<file path="src/rtl/screen_seq_pkg.sv">
// Shared types and constants for the screen fade sequencer.
package screen_seq_pkg;

  typedef enum logic [1:0] {SHOW, FADE_OUT, SWAP, FADE_IN} seq_state_e;

  localparam logic [3:0] FADE_MAX = 4'd15;

  typedef struct packed {
    logic [3:0] r;
    logic [3:0] g;
    logic [3:0] b;
  } rgb12_t;

  // Scale one 4-bit channel by (fade+1)/16. An 8-bit product cannot overflow (15*16=240).
  function automatic logic [3:0] scale_chan(input logic [3:0] c, input logic [3:0] fade);
    logic [4:0] gain;
    logic [7:0] prod;
    gain = {1'b0, fade} + 5'd1;
    prod = {4'b0000, c} * {3'b000, gain};
    return prod[7:4];
  endfunction

endpackage

</file>
<file path="src/rtl/rgb_fade_scale.sv">
// Combinational per-channel fade of one 12-bit RGB pixel; the caller registers the result.
module rgb_fade_scale
  import screen_seq_pkg::*;
(
  input  rgb12_t     pix,
  input  logic [3:0] fade,
  output rgb12_t     scaled
);

  assign scaled.r = scale_chan(pix.r, fade);
  assign scaled.g = scale_chan(pix.g, fade);
  assign scaled.b = scale_chan(pix.b, fade);

endmodule

</file>
<file path="src/rtl/screen_fade_sequencer.sv">
// Selects one of NUM_SCREENS RGB sources and sequences changes as fade-out, swap, fade-in.
// Optional macro SCREEN_QUEUE_EN adds a one-entry pending request register.
module screen_fade_sequencer
  import screen_seq_pkg::*;
#(
  parameter int WIDTH           = 640,
  parameter int HEIGHT          = 480,
  parameter int NUM_SCREENS     = 4,
  parameter int FRAMES_PER_STEP = 2
) (
  input  logic                           clk_25,
  input  logic                           reset,
  input  logic [$clog2(WIDTH)-1:0]       pxl_x,
  input  logic [$clog2(HEIGHT)-1:0]      pxl_y,
  input  logic                           req_valid,
  input  logic [$clog2(NUM_SCREENS)-1:0] req_screen,
  output logic                           req_ready,
  input  logic [12*NUM_SCREENS-1:0]      src_rgb,
  output logic [3:0]                     Red_level,
  output logic [3:0]                     Green_level,
  output logic [3:0]                     Blue_level,
  output logic [$clog2(NUM_SCREENS)-1:0] cur_screen,
  output logic                           busy
);

  localparam int XW = $clog2(WIDTH);
  localparam int YW = $clog2(HEIGHT);
  localparam int SW = $clog2(NUM_SCREENS);
  localparam int CW = (FRAMES_PER_STEP > 1) ? $clog2(FRAMES_PER_STEP) : 1;

  seq_state_e    state, state_d;
  logic [3:0]    fade, fade_d;
  logic [CW-1:0] step_cnt;
  logic          frame_tick;
  logic          step;
  logic          accept;
  logic [SW-1:0] target, target_d;
  logic [SW-1:0] cur_d;
  rgb12_t        src_pix, scaled_pix, rgb_q;

  function automatic logic is_new_screen(input logic [SW-1:0] s, input logic [SW-1:0] cur);
    return (32'(s) < NUM_SCREENS) && (s != cur);
  endfunction

  // Last visible pixel of the frame: the tick lands in blanking, so fades never tear a frame.
  always_ff @(posedge clk_25 or posedge reset) begin
    if (reset) frame_tick <= 1'b0;
    else       frame_tick <= (pxl_x == XW'(WIDTH - 1)) && (pxl_y == YW'(HEIGHT - 1));
  end

  assign step   = frame_tick && (step_cnt == CW'(FRAMES_PER_STEP - 1));
  assign accept = req_valid && req_ready;
  assign busy   = (state != SHOW);

`ifdef SCREEN_QUEUE_EN
  logic          pending_valid;
  logic [SW-1:0] pending_screen;

  assign req_ready = !reset && !pending_valid;

  // In SHOW the pending entry is consumed; elsewhere an accepted request is parked here.
  always_ff @(posedge clk_25 or posedge reset) begin
    if (reset) begin
      pending_valid  <= 1'b0;
      pending_screen <= '0;
    end else if (state == SHOW && pending_valid) begin
      pending_valid  <= 1'b0;
    end else if (accept && state != SHOW) begin
      pending_valid  <= 1'b1;
      pending_screen <= req_screen;
    end
  end
`else
  assign req_ready = !reset && (state == SHOW);
`endif

  always_comb begin
    // NOTE: every signal gets a default before the case, so no latch can be inferred.
    state_d  = state;
    fade_d   = fade;
    target_d = target;
    cur_d    = cur_screen;
    case (state)
      SHOW: begin
`ifdef SCREEN_QUEUE_EN
        if (pending_valid) begin
          if (is_new_screen(pending_screen, cur_screen)) begin
            target_d = pending_screen;
            state_d  = FADE_OUT;
          end
        end else if (accept && is_new_screen(req_screen, cur_screen)) begin
          target_d = req_screen;
          state_d  = FADE_OUT;
        end
`else
        if (accept && is_new_screen(req_screen, cur_screen)) begin
          target_d = req_screen;
          state_d  = FADE_OUT;
        end
`endif
      end
      FADE_OUT: begin
        if (step) begin
          if (fade != 4'd0) fade_d  = fade - 4'd1;
          else              state_d = SWAP;
        end
      end
      SWAP: begin
        cur_d   = target;
        state_d = FADE_IN;
      end
      FADE_IN: begin
        if (step) begin
          if (fade != FADE_MAX) fade_d = fade + 4'd1;
          if (fade_d == FADE_MAX) state_d = SHOW;
        end
      end
      default: state_d = FADE_IN;
    endcase
  end

  assign src_pix = src_rgb[32'(cur_screen) * 12 +: 12];

  rgb_fade_scale u_scale (
    .pix    (src_pix),
    .fade   (fade),
    .scaled (scaled_pix)
  );

  always_ff @(posedge clk_25 or posedge reset) begin
    if (reset) begin
      state      <= FADE_IN;
      fade       <= 4'd0;
      step_cnt   <= '0;
      target     <= '0;
      cur_screen <= '0;
      rgb_q      <= '0;
    end else begin
      // NOTE: non-blocking assignments so every flop samples pre-edge values.
      state      <= state_d;
      fade       <= fade_d;
      target     <= target_d;
      cur_screen <= cur_d;
      rgb_q      <= scaled_pix;
      if (step || state_d != state) step_cnt <= '0;
      else if (frame_tick)          step_cnt <= step_cnt + CW'(1);
    end
  end

  assign Red_level   = rgb_q.r;
  assign Green_level = rgb_q.g;
  assign Blue_level  = rgb_q.b;

endmodule

</file>
<file path="config.mk">
export PLATFORM = sky130hd
export DESIGN_NAME = screen_fade_sequencer
export DESIGN_NICKNAME = d
export VERILOG_FILES = /design/src/rtl/screen_seq_pkg.sv /design/src/rtl/rgb_fade_scale.sv /design/src/rtl/screen_fade_sequencer.sv
export SDC_FILE = /design/constraint.sdc
export NUM_CORES = 1
export LEC_CHECK = 0
export ABC_AREA = 0
export ABC_CLOCK_PERIOD_IN_PS = 9700
export CAP_MARGIN = 40
export CORE_MARGIN = 3
export CORE_UTILIZATION = 52
export CTS_CLUSTER_SIZE = 8
export DETAILED_ROUTE_END_ITERATION = 16
export PLACE_DENSITY = 0.95
export SYNTH_ARGS = -nofsm -noshare
export SYNTH_HDL_FRONTEND = slang
export SYNTH_SLANG_ARGS = --single-unit
</file>
<file path="constraint.sdc">
create_clock -name clk_25 -period 9.7 [get_ports clk_25]
set_clock_uncertainty 0.2 [all_clocks]
set_input_delay 1.94 -clock clk_25 [delete_from_list [all_inputs] [get_ports clk_25]]
set_output_delay 1.94 -clock clk_25 [all_outputs]
set_load 0.005 [all_outputs]
</file>
==> flow_summary.html <==
<table>
<tr><th>Metric</th><th>Value</th></tr>
<tr><th colspan="2">Die</th></tr>
<tr><td>Area of the core</td><td>5238 sq um</td></tr>
<tr><td>Overall die width</td><td>80.30 microns</td></tr>
<tr><td>IO Pins</td><td>88</td></tr>
<tr><td>Die footprint</td><td>6447 sq um</td></tr>
<tr><td>Total number of placement rows</td><td>26</td></tr>
<tr><td>Die Y</td><td>80.30 microns</td></tr>
<tr><td>Initial standard-cell utilization of the core</td><td>54.80%</td></tr>
<tr><th colspan="2">CTS</th></tr>
<tr><td>Setup bufs post-CTS</td><td>0</td></tr>
<tr><td>H-tree depth</td><td>1</td></tr>
<tr><td>CTS root buffer</td><td>clkbuf_8</td></tr>
<tr><td>Clock insertion delay at the later pin of the skew report</td><td>280 ps</td></tr>
<tr><td>Clock slew at the register clock pins of the worst setup and hold paths</td><td>90 ps</td></tr>
<tr><td>Maximum clock insertion buffer count</td><td>2</td></tr>
<tr><td>CTS tree</td><td>yes</td></tr>
<tr><td>Number of clock sinks seen by CTS</td><td>24</td></tr>
<tr><td>Post-CTS sizing</td><td>0</td></tr>
<tr><td>Number of hold-repair buffers added at the cts stage</td><td>0</td></tr>
<tr><td>Number of buffers created by CTS</td><td>3</td></tr>
<tr><th colspan="2">Run status</th></tr>
<tr><td>Result of the run</td><td>finished clean</td></tr>
<tr><th colspan="2">Synthesis</th></tr>
<tr><td>Combinational family with the most area after synthesis</td><td>adder cells</td></tr>
<tr><td>Share of cell area taken by muxes after synthesis</td><td>13.16%</td></tr>
<tr><td>Post-Synth Adder-Cell Area</td><td>23.10%</td></tr>
<tr><td>Prevailing post-synth register cell</td><td>dfrtp_1</td></tr>
<tr><td>Synthesized area per cell</td><td>9.897 sq um</td></tr>
<tr><td>Number of standard cells after synthesis</td><td>290</td></tr>
<tr><td>Proportion of register bits with asynchronous set or reset after synthesis</td><td>100.0%</td></tr>
<tr><td>Number of enable-type register cells in the synthesized netlist</td><td>0</td></tr>
<tr><td>Synthesized-area fraction occupied by ao, oa, aoi and oai cells</td><td>10.20%</td></tr>
<tr><td>Unique cell type count in the Yosys netlist</td><td>48</td></tr>
<tr><td>Count of yosys warnings during synthesis</td><td>0</td></tr>
<tr><td>Post-Synth Simple-Gate Area</td><td>19.22%</td></tr>
<tr><td>Netlist area before placement</td><td>2870 sq um</td></tr>
<tr><td>Total of flip-flops plus latches after synthesis</td><td>24</td></tr>
<tr><td>Post-synthesis share of cell area spent on xor and xnor gates</td><td>7.018%</td></tr>
<tr><td>Seq/Total Area, Yosys</td><td>21.01%</td></tr>
<tr><td>Net count after synthesis</td><td>406</td></tr>
<tr><th colspan="2">GRT</th></tr>
<tr><td>Final global-route overflow total</td><td>0</td></tr>
<tr><td>Number of antenna violations at the first check in global routing</td><td>0</td></tr>
<tr><td>Largest net degree at the start of global routing</td><td>18</td></tr>
<tr><td>Number of global-route vias before repair</td><td>2839</td></tr>
<tr><td>First-pass GRT wire length</td><td>12.63 mm</td></tr>
<tr><td>Overall global routing resource usage</td><td>25.07%</td></tr>
<tr><th colspan="2">Critical path</th></tr>
<tr><td>Worst Path Arrival</td><td>5450 ps</td></tr>
<tr><td>Crit Path Category</td><td>in2reg</td></tr>
<tr><td>Maximum cell stage delay along the critical path</td><td>600 ps</td></tr>
<tr><td>Nature of the critical path startpoint</td><td>input port</td></tr>
<tr><td>Depth of the most critical reg-to-reg path</td><td>12</td></tr>
<tr><td>Highest net fanout along the worst path</td><td>5</td></tr>
<tr><td>Total stage count of the critical path</td><td>12</td></tr>
<tr><td>CP Capture Type</td><td>register</td></tr>
<tr><td>Cell family with most CP delay</td><td>adder cells</td></tr>
<tr><td>Cells along the critical path</td><td>clkdlybuf4s50_1, mux4_1, and2_1, fa_1, inv_1, fa_1, inv_1, ha_1, a21o_1, a21oi_1, o221ai_1, xnor2_1</td></tr>
<tr><td>WP buf/inv</td><td>3</td></tr>
<tr><td>Critical path's slowest cell</td><td>mux4_1</td></tr>
<tr><td>Required time of the critical path</td><td>9660 ps</td></tr>
<tr><th colspan="2">Timing</th></tr>
<tr><td>Final Max Tran Viols</td><td>0</td></tr>
<tr><td>Tightest slew margin relative to the limit</td><td>43.63%</td></tr>
<tr><td>Setup TNS</td><td>0 ps</td></tr>
<tr><td>Fmax</td><td>182.2 MHz</td></tr>
<tr><td>Count of endpoints failing hold in the final timing report</td><td>0</td></tr>
<tr><td>Transition time of the tightest slew-check pin</td><td>842.8 ps</td></tr>
<tr><td>Hold Slack</td><td>321.2 ps</td></tr>
<tr><td>Slack of the critical path</td><td>4211 ps</td></tr>
<tr><td>RSZ-0062 raised after global routing</td><td>false</td></tr>
<tr><td>Post-route clock period utilization</td><td>56.59%</td></tr>
<tr><td>Number of failing setup endpoints in the final timing report</td><td>0</td></tr>
<tr><td>Clock period minus worst slack</td><td>5489 ps</td></tr>
<tr><th colspan="2">Pwr</th></tr>
<tr><td>Power density over the cells</td><td>57.06 nW/um^2</td></tr>
<tr><td>Lkg Pwr</td><td>1.753 nW</td></tr>
<tr><td>Switching power</td><td>0.05103 mW</td></tr>
<tr><td>Sequential share of power</td><td>45.6%</td></tr>
<tr><td>Int Power</td><td>0.1694 mW</td></tr>
<tr><td>Clock power frac</td><td>33.5%</td></tr>
<tr><td>Sw Ratio</td><td>23.14%</td></tr>
<tr><td>Total power draw</td><td>0.2205 mW</td></tr>
<tr><td>Part of the power in combinational logic</td><td>21.0%</td></tr>
<tr><td>Maximum resistive drop on vdd</td><td>57.53 uV</td></tr>
<tr><th colspan="2">Cells and area</th></tr>
<tr><td>Area used by multi-input combinational logic</td><td>2087 sq um</td></tr>
<tr><td>Final net count</td><td>488</td></tr>
<tr><td>Inserted Diodes</td><td>0</td></tr>
<tr><td>FF+latch area</td><td>603.1 sq um</td></tr>
<tr><td>Area growth from synthesis to layout</td><td>34.61%</td></tr>
<tr><td>Number of filler instances in the final layout</td><td>382</td></tr>
<tr><td>Share of cells above drive strength 1</td><td>9.164%</td></tr>
<tr><th colspan="2">Drt</th></tr>
<tr><td>Routed len/inst</td><td>16.02 microns</td></tr>
<tr><td>Number of DRC violations after detailed-routing iteration 0</td><td>133</td></tr>
<tr><td>Number of nets still failing antenna checks after routing</td><td>0</td></tr>
<tr><td>Remaining routing DRC violations</td><td>0</td></tr>
<tr><td>Via density</td><td>5.782</td></tr>
<tr><td>Detailed-route wire length</td><td>7.063 mm</td></tr>
<tr><td>Detailed-routing iteration count for the pre-antenna-repair pass</td><td>4</td></tr>
<tr><td>Vias</td><td>2550</td></tr>
<tr><th colspan="2">Min path</th></tr>
<tr><td>Hold crit path type</td><td>reg2reg</td></tr>
<tr><td>Min-Delay Path Depth</td><td>1</td></tr>
<tr><th colspan="2">Placed design</th></tr>
<tr><td>Number of input and output port buffers inserted</td><td>87</td></tr>
<tr><td>HPWL Detailed</td><td>5.867 mm</td></tr>
<tr><td>Gp weighted congestion</td><td>0.8747</td></tr>
<tr><td>Worst slack at placement</td><td>3890 ps</td></tr>
<tr><th colspan="2">Job</th></tr>
<tr><td>Count of max-cap constraint violations</td><td>0</td></tr>
</table>
==> worst reg2reg max path, cell delays in order, from the launching register on <==
cell,delay (ps)
dfrtp_1,620
buf_8,230
mux4_1,650
and2_1,220
fa_1,530
inv_1,50
fa_1,530
inv_1,40
ha_1,350
a21o_1,210
a21o_1,220
a221oi_4,300
xnor2_1,140
==> cell usage after synthesis (all sizes together) (6+ instances only) <==
library cell / number / share of area, %
and2: 35 / 7.7
nand2: 30 / 3.9
ha: 29 / 13
inv: 29 / 3.8
dfrtp: 22 / 19
xnor2: 17 / 5.2
fa: 15 / 10
mux4: 14 / 11
a21oi: 11 / 2.2
clkbuf: 8 / 1.0
o21ai: 7 / 1.2
xor2: 6 / 1.8
==> area by class of cell <==
type	instances	area share (%)
multi-input cells	223	54.02
inverters	30	2.915
repair buffers	90	23.77
well taps	70	2.267
clock buffers	4	1.425
flip-flops and latches	24	15.61
==> state kept, by name, indices dropped and copies added (netlist names) <==
signal	count
frame_tick	1
state	2
cur_screen	2
Blue_level	4
step_cnt	1
Red_level	4
fade	4
target	2
Green_level	4
==> power by group through the flow <==
stage	Sequential (mW)	Clock [mW]	Combinational, mW
after floorplan	0.102	0	0.0123
after global placement	0.102	0	0.0435
after detailed placement	0.102	0	0.0465
after CTS	0.100	0.0737	0.0466
after global routing	0.101	0.0781	0.0503
final	0.100	0.0738	0.0463
==> layer usage <==
metal | track usage, % | wire (microns)
met2 | 47.52 | 3693
met3 | 4.036 | 498
met1 | 28.24 | 2695
met5 | 0 | 0
met4 | 8.108 | 175
==> path summary, 6_finish.rpt <==
| path | startpoint | slack, ps | endpoint |
|---|---|---|---|
| worst max-delay path | src_rgb[23] | 4210 | Red_level[3] |
| worst min-delay path | target[1] | 320 | target[1] |
| worst max register to register | cur_screen[0] | 5360 | Blue_level[3] |
| worst min register to register | target[1] | 320 | target[1] |
| max in group asynchronous | reset | 6990 | state[0] |
| min in group asynchronous | reset | 1790 | frame_tick |
==> through the flow <==
step	area, sq um	instances	util [%]
after floorplan	2870	290	-
after detailed placement	3809	437	72.72
final	3864	441	73.77
after global placement	3761	434	71.81
after global routing	3864	441	73.77
after CTS	3864	441	73.77
==> layout by cell type, fill, tap and decap left out, types with 2 or more instances in the layout <==
| cell | n |
|---|---|
| a2111oi_0 | 2 |
| a21o_1 | 4 |
| a21oi_1 | 9 |
| a21oi_2 | 2 |
| a31o_2 | 2 |
| a31oi_1 | 2 |
| and2_1 | 34 |
| and3_1 | 3 |
| and4b_1 | 4 |
| clkbuf_8 | 4 |
| clkdlybuf4s50_1 | 87 |
| dfrtp_1 | 22 |
| dfstp_2 | 2 |
| fa_1 | 15 |
| ha_1 | 29 |
| inv_1 | 29 |
| mux2_2 | 4 |
| mux4_1 | 2 |
| mux4_2 | 12 |
| nand2_1 | 30 |
| nand3_1 | 5 |
| nand4_1 | 5 |
| nand4b_1 | 3 |
| nor2_1 | 2 |
| nor3_1 | 3 |
| o211ai_1 | 2 |
| o21a_1 | 2 |
| o21ai_0 | 7 |
| o221ai_1 | 2 |
| xnor2_1 | 17 |
| xor2_1 | 6 |
==> logic make-up (layout without fill, tap and decap cells) <==
kind of cell               after synthesis  after routing
AOI/OAI and AO/OA                       40             40
xor gates and xnor gates                23             23
adders and majority gates               44             44
buffers and inverters                   43            124
DFF                                     24             24
muxes                                   19             19
and+or+nand+nor                         97             97
Note: power is estimated with default switching activity, not from simulation.
